$ cat config.mk
export PLATFORM = sky130hd
export DESIGN_NAME = processor_stage3
export DESIGN_NICKNAME = d
export VERILOG_FILES = /design/src/rtl/processor_pkg.sv /design/src/rtl/processor_alu.sv /design/src/rtl/processor_stage3.sv
export SDC_FILE = /design/constraint.sdc
export NUM_CORES = 1
export LEC_CHECK = 0
export ABC_AREA = 0
export ABC_CLOCK_PERIOD_IN_PS = 30400
export CORE_ASPECT_RATIO = 0.8
export CORE_UTILIZATION = 60
export DETAILED_ROUTE_END_ITERATION = 8
export PLACE_DENSITY = 0.82
export SETUP_SLACK_MARGIN = 0.02
export SYNTH_ARGS = -nofsm -noshare
export SYNTH_HDL_FRONTEND = slang
export SYNTH_HIERARCHICAL = 1
export SYNTH_SLANG_ARGS = --single-unit
$ cat constraint.sdc
create_clock -name clock -period 30.4 [get_ports clock]
set_input_delay 4.56 -clock clock [delete_from_list [all_inputs] [get_ports clock]]
set_output_delay 4.56 -clock clock [all_outputs]
set_load 0.005 [all_outputs]
$ cat src/rtl/processor_pkg.sv
// Shared definitions for the 18-bit in-order pipeline: opcodes, ALU and condition codes,
// and code-word field positions used by stages 2 and 3.
package processor_pkg;

    localparam int ADDR_SIZE = 18;
    localparam int WORD_SIZE = 18;

    // Code-word layout: [17:14] op, [13:11] rx, [10:8] ry/cond, [7:0] imm8
    localparam int OP_MSB   = 17;
    localparam int OP_LSB   = 14;
    localparam int RX_MSB   = 13;
    localparam int RX_LSB   = 11;
    localparam int RY_MSB   = 10;
    localparam int RY_LSB   = 8;
    localparam int IMM8_MSB = 7;

    typedef enum logic [3:0] {
        OP_ALU                = 4'd0,
        OP_MUL_SHIFT          = 4'd1,
        OP_REG_ADD_IMM8       = 4'd2,
        OP_REG_MOV_IMM11      = 4'd3,
        OP_REG_MOV_IMM11_TOP  = 4'd4,
        OP_LOAD_FROM_MEMORY   = 4'd5,
        OP_WRITE_TO_MEMORY    = 4'd6,
        OP_IF                 = 4'd7,
        OP_CALL_IMM14         = 4'd8,
        OP_RETURN             = 4'd9,
        OP_WAIT               = 4'd10
    } opcode_t;

    typedef enum logic [2:0] {
        ALU_ADD = 3'd0,
        ALU_SUB = 3'd1,
        ALU_AND = 3'd2,
        ALU_OR  = 3'd3,
        ALU_XOR = 3'd4,
        ALU_NOT = 3'd5,
        ALU_SHL = 3'd6,
        ALU_SHR = 3'd7
    } alu_op_t;

    // Codes 5-7 are "never".
    typedef enum logic [2:0] {
        COND_ZERO     = 3'd0,
        COND_NONZERO  = 3'd1,
        COND_NEGATIVE = 3'd2,
        COND_NONNEG   = 3'd3,
        COND_ALWAYS   = 3'd4
    } cond_t;

endpackage

$ cat src/rtl/processor_alu.sv
// Combinational ALU for stage 3: eight logic/arithmetic ops plus the signed
// multiply-then-arithmetic-shift used by OP_MUL_SHIFT.
module processor_alu
    import processor_pkg::*;
#(
    parameter int WORD_SIZE = 18
) (
    input  logic                 mul_select,
    input  alu_op_t              op,
    input  logic [WORD_SIZE-1:0] a,
    input  logic [WORD_SIZE-1:0] b,
    input  logic [4:0]           shift,
    output logic [WORD_SIZE-1:0] result
);

    logic signed [2*WORD_SIZE-1:0] product;
    logic [4:0]                    shift_amount;

    assign product      = $signed(a) * $signed(b);
    assign shift_amount = b[4:0];

    // NOTE: combinational blocks assign every output a default first so no latch is inferred.
    always_comb begin
        result = '0;
        if (mul_select) begin
            result = WORD_SIZE'(product >>> shift);
        end else begin
            case (op)
                ALU_ADD: result = a + b;
                ALU_SUB: result = a - b;
                ALU_AND: result = a & b;
                ALU_OR:  result = a | b;
                ALU_XOR: result = a ^ b;
                ALU_NOT: result = ~b;
                ALU_SHL: result = (int'(shift_amount) >= WORD_SIZE) ? '0 : a << shift_amount;
                ALU_SHR: result = (int'(shift_amount) >= WORD_SIZE) ? '0 : a >> shift_amount;
                default: result = '0;
            endcase
        end
    end

endmodule

$ cat src/rtl/processor_stage3.sv
// Execute/writeback stage: result mux, register-file write port, branch resolution
// and the kill counter that discards wrong-path instructions after a taken jump.
module processor_stage3
    import processor_pkg::*;
#(
    parameter int ADDR_SIZE  = 18,
    parameter int WORD_SIZE  = 18,
    parameter int KILL_SLOTS = 1
) (
    input  logic                 clock,
    input  logic                 reset,
    input  logic                 no_operation,
    input  logic [WORD_SIZE-1:0] alu_data0,
    input  logic [WORD_SIZE-1:0] alu_data1,
    input  logic [17:0]          code_word,
    input  logic [ADDR_SIZE-1:0] ip,
    input  logic [ADDR_SIZE-1:0] ip_plus_one,
    input  logic [ADDR_SIZE-1:0] data1_plus_imm8,
    input  logic [WORD_SIZE-1:0] memory_out,
    output logic                 reg_write_enable,
    output logic [2:0]           reg_write_addr,
    output logic [WORD_SIZE-1:0] reg_write_data,
    output logic                 jump_enable,
    output logic [ADDR_SIZE-1:0] jump_addr,
    output logic                 retired
);

    logic [1:0]           kill_cnt;
    logic                 valid;
    logic                 cond_true;
    logic [WORD_SIZE-1:0] alu_result;
    opcode_t              op;
    logic                 unused_inputs;

    // ip/ip_plus_one are consumed by stage 2 (call return address); not needed here.
    assign unused_inputs = ^{ip, ip_plus_one};

    assign op    = opcode_t'(code_word[OP_MSB:OP_LSB]);
    assign valid = !reset && !no_operation && (kill_cnt == 2'd0);

    processor_alu #(.WORD_SIZE(WORD_SIZE)) u_alu (
        .mul_select (op == OP_MUL_SHIFT),
        .op         (alu_op_t'(code_word[2:0])),
        .a          (alu_data0),
        .b          (alu_data1),
        .shift      (code_word[4:0]),
        .result     (alu_result)
    );

    always_comb begin
        cond_true = 1'b0;
        case (cond_t'(code_word[RY_MSB:RY_LSB]))
            COND_ZERO:     cond_true = (alu_data0 == '0);
            COND_NONZERO:  cond_true = (alu_data0 != '0);
            COND_NEGATIVE: cond_true = alu_data0[WORD_SIZE-1];
            COND_NONNEG:   cond_true = !alu_data0[WORD_SIZE-1];
            COND_ALWAYS:   cond_true = 1'b1;
            default:       cond_true = 1'b0;
        endcase
    end

    always_comb begin
        reg_write_enable = 1'b0;
        reg_write_addr   = '0;
        reg_write_data   = '0;
        jump_enable      = 1'b0;
        jump_addr        = '0;
        retired          = 1'b0;
        if (valid) begin
            retired = 1'b1;
            case (op)
                OP_ALU, OP_MUL_SHIFT, OP_REG_ADD_IMM8, OP_REG_MOV_IMM11,
                OP_REG_MOV_IMM11_TOP, OP_LOAD_FROM_MEMORY: begin
                    reg_write_enable = 1'b1;
                    reg_write_addr   = code_word[RX_MSB:RX_LSB];
                end
                default: ;
            endcase
            case (op)
                OP_ALU, OP_MUL_SHIFT: reg_write_data = alu_result;
                OP_REG_ADD_IMM8:      reg_write_data = data1_plus_imm8;
                OP_REG_MOV_IMM11:     reg_write_data = {{(WORD_SIZE-11){1'b0}}, code_word[10:0]};
                OP_REG_MOV_IMM11_TOP: reg_write_data = {code_word[10:0], {(WORD_SIZE-11){1'b0}}};
                OP_LOAD_FROM_MEMORY:  reg_write_data = memory_out;
                OP_IF: begin
                    jump_enable = cond_true;
                    jump_addr   = cond_true ? data1_plus_imm8 : '0;
                end
                OP_CALL_IMM14: begin
                    jump_enable = 1'b1;
                    jump_addr   = {{(ADDR_SIZE-14){1'b0}}, code_word[13:0]};
                end
                OP_RETURN: begin
                    jump_enable = 1'b1;
                    jump_addr   = memory_out;
                end
                default: ;
            endcase
        end
    end

    // Bubbles leave the counter alone so only real wrong-path instructions use up slots.
    // NOTE: sequential state uses non-blocking assignments so all flops update together.
    always_ff @(posedge clock) begin
        if (reset) begin
            kill_cnt <= 2'd0;
        end else if (jump_enable) begin
            kill_cnt <= 2'(KILL_SLOTS);
        end else if (kill_cnt != 2'd0 && !no_operation) begin
            kill_cnt <= kill_cnt - 2'd1;
        end
    end

endmodule

### Yosys cells after proc, flatten, opt, wreduce, memory -nomap -nowiden

Cells that the tools add are included.

* flip-flop bits (word level): 2
* output and inout port bits: 42
* memory bits (writable): 0
* bits in read-only memories: 0
* logic and storage cells: 70
* bits of input ports: 129
* bits in latches: 0
* memories kept: 0

* div/mod/pow operators: 0
* reduce and logical (&&, ||, !) cells: 18
* muxes and demuxes: 19
* $lt $le $gt $ge: 1
* bitwise gates (word level): 4
* $add $sub $neg: 3
* $mul: 1
* shifts and indexed selects: 3
* eq/ne operators: 19

Operator list (number)
* $pmux W18 S8: 1
* $mux W18: 6
* $pmux W18 S5: 1
* $pmux W18 S3: 1
* $mul A18 B18 Y36: 1
* $sshr A36 B5 Y18: 1
* $add A18 B18 Y18: 1
* $and A18 B18 Y18: 1
* $logic_not A18 Y1: 1
* $not A18 Y18: 1
* $or A18 B18 Y18: 1
* $reduce_bool A18 Y1: 1
* $shl A18 B5 Y18: 1
* $shr A18 B5 Y18: 1
* $sub A18 B18 Y18: 1
* $xor A18 B18 Y18: 1
* $eq A3 B3 Y1 const B: 5
* $eq A3 B2 Y1 const B: 4
* $eq A4 B3 Y1 const B: 3
* $eq A4 B2 Y1 const B: 2
* $eq A4 B4 Y1 const B: 2
* $eq A3 B1 Y1 const B: 2
* $logic_not A3 Y1: 2
* $mux W1: 6
* other kinds (13): 21

### Longest topological paths before layout

* depth after elaboration: 6
* mapped depth: 33
* mapped depth without buffers: 27

### By module

Netlist, hierarchy kept.

By module, submodules not included
* processor_alu: cells each 2281, times used 1, sequential area each 0.0 sq um, area each 18216.2 sq um
* processor_stage3: cells each 146, times used 1, sequential area each 40.0 sq um, area each 1073.5 sq um

### Least setup slack after synthesis

OpenSTA, ideal clock, no wires.

* path type: input-to-output
* from: in alu_data1[0]
* to: out reg_write_data[1]
* path buffers: 5
* data arrival time: 12.493 ns
* path slack: 13.347 ns
* stages on the path: 30
* cell sequence: clkbuf_1 inv_1 clkbuf_1 buf_1 clkbuf_1 buf_1 nor2_1 fa_1 fa_1 ha_1 inv_1 fa_1 inv_1 fa_1 inv_1 fa_1 inv_1 ha_1 nand2_1 and3b_4 or2_1 o41a_1 xor2_1 mux4_2 mux4_2 nand2_1 o31ai_1 a311o_1 a222oi_1 a21oi_1

* longest elaborated chain between the ends: 6

Ends and longest elaborated chain
* start, declared: RTL line processor_stage3.sv:14 `input logic [WORD_SIZE-1:0] alu_data1,`
* parallel branches: the longest is 3 deep, another holds $mul A18 B18 Y36
* $mux W18 (*): RTL line processor_alu.sv:25 `if (mul_select) begin`
* net alu_result[1]: RTL line processor_stage3.sv:31 `logic [WORD_SIZE-1:0] alu_result;`
* $pmux W18 S5 (*): RTL line processor_stage3.sv:79 `case (op)`
* $mux W18 (*): RTL line processor_stage3.sv:69 `if (valid) begin`
* end, declared: RTL line processor_stage3.sv:22 `output logic [WORD_SIZE-1:0] reg_write_data,`

Mark *: on every way through the listed nets, which the timed path passes.

### Final worst setup path

* from: in alu_data1[7]
* to: out reg_write_data[14]

* longest elaborated chain between the ends: 5

Ends and longest elaborated chain
* $mul A18 B18 Y36 (tied with other cells): RTL line processor_alu.sv:19 `assign product = $signed(a) * $signed(b);`
* $sshr A36 B5 Y18 / $pmux W18 S8 (equally long branches): RTL line processor_alu.sv:26, processor_alu.sv:28
* $mux W18 (*): RTL line processor_alu.sv:25
* net alu_result[14]: RTL line processor_stage3.sv:31
* $pmux W18 S5 (*): RTL line processor_stage3.sv:79
* $mux W18 (*): RTL line processor_stage3.sv:69

Mark *: on every way through the listed nets, which the timed path passes. The rest lies on a longest branch.

==> flow_summary.json <==
{
  "rsz0062_at_grt": "no",
  "slew_headroom": 0.161,
  "gp_congestion": 1.00,
  "die_area_um2": 32900,
  "post_cts_resize_count": 0,
  "maxCapViolations": 0,
  "worst_pin_slew_ns": 1.25,
  "met2WireLength_um": 30100,
  "grt_pass1_vias": 18800,
  "core_um2": 31500,
  "initial_utilization": 0.612,
  "grt.overflow.total": 0,
  "cp_max_fo": 13,
  "worst_path_most_repeated_cell": "fa_1",
  "die_y_um": 162,
  "reg.largest.list": "kill_cnt: 2 flops",
  "syn_inst": 2427,
  "final_util": 0.664,
  "cts_sinks": 2,
  "instances_no_fill": 2879,
  "cp_slowest_cell": "clkdlybuf4s50_1",
  "num_vias": 19000,
  "cts-root-buf": "clkbuf_16",
  "synth_warnings": 6,
  "startpoint": "alu_data1[7]",
  "slew_violations": 0,
  "finalHoldViolations": 0,
  "required_ns": 25.84,
  "wl_per_cell_um": 24.3,
  "async_reset_ff_frac": 0,
  "hold_class": "flop to flop",
  "fill_cells": 2646,
  "worst_skew_pair.late_latency_ns": 0.22,
  "hpwl_um": 54800,
  "dp_cells": 2876,
  "syn_nets": 3037,
  "fp-row-count": 58,
  "antenna_cells": 0,
  "top_layer": "met4",
  "critPathBufInv": 5,
  "critPathLaunchType": "primary input",
  "wirelength_um": 69900,
  "ys_ff_latch": 2,
  "fin_worst_skew_ns": 0.000912,
  "period_minus_slack_ns": 19.46,
  "whs_ns": 0.617,
  "io-pin-count": 171,
  "wirelength_met1_um": 28000,
  "antenna_found_initial": 0,
  "htree_levels": 1,
  "worstPathArrival_ns": 14.90,
  "cp_top_family": "adder cells",
  "syn_to_final_growth_pct": 8.43,
  "numPortBuffers": 134,
  "antenna_left": 0,
  "final-seq-area_um2": 40.0,
  "seq_area_frac_synth": 0.00208,
  "cp-end-kind": "output port",
  "dr.first_iter.drc_count": 2642,
  "setup_viol": 0,
  "synth-edff-count": 0,
  "fin_nets": 3071,
  "setup_tns_ns": 0,
  "status": "completed",
  "grt_pass1_wl_um": 107000,
  "largest_reg_flops": 2,
  "max_flop_register": "kill_cnt",
  "cts_tree": "done",
  "ctsHoldBuffers": 0,
  "syn-mean-instance-area_um2": 7.95,
  "layout-drive-gt1-share": 0.0504,
  "ys_types": 86,
  "hp-start": "kill_cnt[0]",
  "critPathKind": "primary input to output port",
  "worstReg2RegStart": "kill_cnt[0]",
  "finalCritPeriodShare": 0.640,
  "drcViolationCount": 0,
  "max_freq_ghz": 0.0514,
  "clk_path_buf_depth": 2,
  "grt_max_degree": 58,
  "drt_pre_antenna_iters": 6,
  "numCtsBuffers": 3,
  "clk_pin_slew_ns": 0.03,
  "worst_path_largest_cell_delay_ns": 1.08,
  "multi_input_area_um2": 17300,
  "die_x_um": 202,
  "synth_ff_type": "dfxtp_1",
  "wl_met3_um": 9090,
  "netlist_area_um2": 19300,
  "cts_setup_buffers": 0,
  "grtUsageTotal": 0.425,
  "routed_via_density": 6.59
}
path summary, 6_finish.rpt:
kind                        end  depth (start not counted)  slack, ns
min reg2reg         kill_cnt[0]                          2       0.62
max          reg_write_data[14]                         25      10.94
min                 kill_cnt[0]                          2       0.62
max reg2reg         kill_cnt[1]                          6      28.63
cell families (layout without fill, tap and decap cells):
group                      Yosys count  after routing  share of synthesized area
AOI/OAI and AO/OA                  492            492                      0.173
DFF                                  2              2                    0.00208
xor gates and xnor gates            63             63                     0.0286
and+or+nand+nor                    762            762                      0.172
muxes                              128            128                     0.0826
buffers and inverters              499            531                      0.101
adders and majority gates          481            481                      0.440
synth_stat cells, types with 15 or more instances:
cell type	n	share of area
fa_1	330	0.34
inv_1	328	0.064
nand2_1	323	0.063
nor2_1	245	0.048
ha_1	151	0.098
o21ai_0	114	0.030
clkbuf_1	108	0.021
a21oi_1	103	0.027
mux2i_1	84	0.044
nor3_1	48	0.012
xnor2_1	44	0.020
nand3_1	29	0.0075
a211oi_1	25	0.0097
a21o_1	25	0.0097
nand2b_1	25	0.0081
mux2_2	22	0.013
mux4_2	19	0.022
xor2_1	19	0.0086
a222oi_1	18	0.0093
buf_1	17	0.0033
o22ai_1	17	0.0055
a31oi_1	16	0.0052
and3_1	16	0.0052
clkinv_1	15	0.0029
o211ai_1	15	0.0058
o21a_1	15	0.0058
o2bb2ai_1	15	0.0068
through the flow:
stage | setup slack [ns] | instance area (um^2)
final | 10.94 | 20900
after global routing | 10.76 | 20900
after CTS | 11.31 | 20900
after detailed placement | 11.26 | 20800
after global placement | 11.56 | 20800
after floorplan | 13.35 | 19300
layer usage:
metal  vias to the layer above  track usage
met5                         -            0
met4                         0        0.149
met2                      1319        0.634
li1                       8207            -
met3                       170        0.103
met1                      9290        0.605
area by class of cell:
| type | instances | area share |
|---|---|---|
| multi-input cells | 1926 | 0.827 |
| repair buffers | 179 | 0.0793 |
| inverters | 349 | 0.0626 |
| well taps | 420 | 0.0251 |
| clock buffers | 3 | 0.00359 |
| flip-flops and latches | 2 | 0.00191 |
worst reg2reg max path: stages (launching register included):
cell and delay [ns]:
dfxtp_1 0.31, inv_1 0.07, ha_1 0.17, nor3b_2 0.60, o21a_1 0.21, o41ai_1 0.10
and3b_1 0.20
layout by cell type, fill, tap and decap left out, types with 9 or more instances in the layout:
master	n
fa_1	330
inv_1	328
nand2_1	323
nor2_1	245
ha_1	151
clkdlybuf4s50_1	130
o21ai_0	114
a21oi_1	103
mux2i_1	84
nor3_1	48
buf_4	45
xnor2_1	44
nand3_1	29
nand2b_1	25
a21o_1	25
a211oi_1	25
mux2_2	22
xor2_1	19
mux4_2	19
a222oi_1	18
o22ai_1	17
and3_1	16
a31oi_1	16
o21a_1	15
o2bb2ai_1	15
clkinv_1	15
o211ai_1	15
and2_1	13
a221oi_1	13
a22oi_1	12
nor4_1	11
or2_2	10
o31ai_1	9
or3_1	9
Power is left out: the tool's default activity adds up to more than one toggle a clock period on the data nets, which glitch-free logic cannot reach.
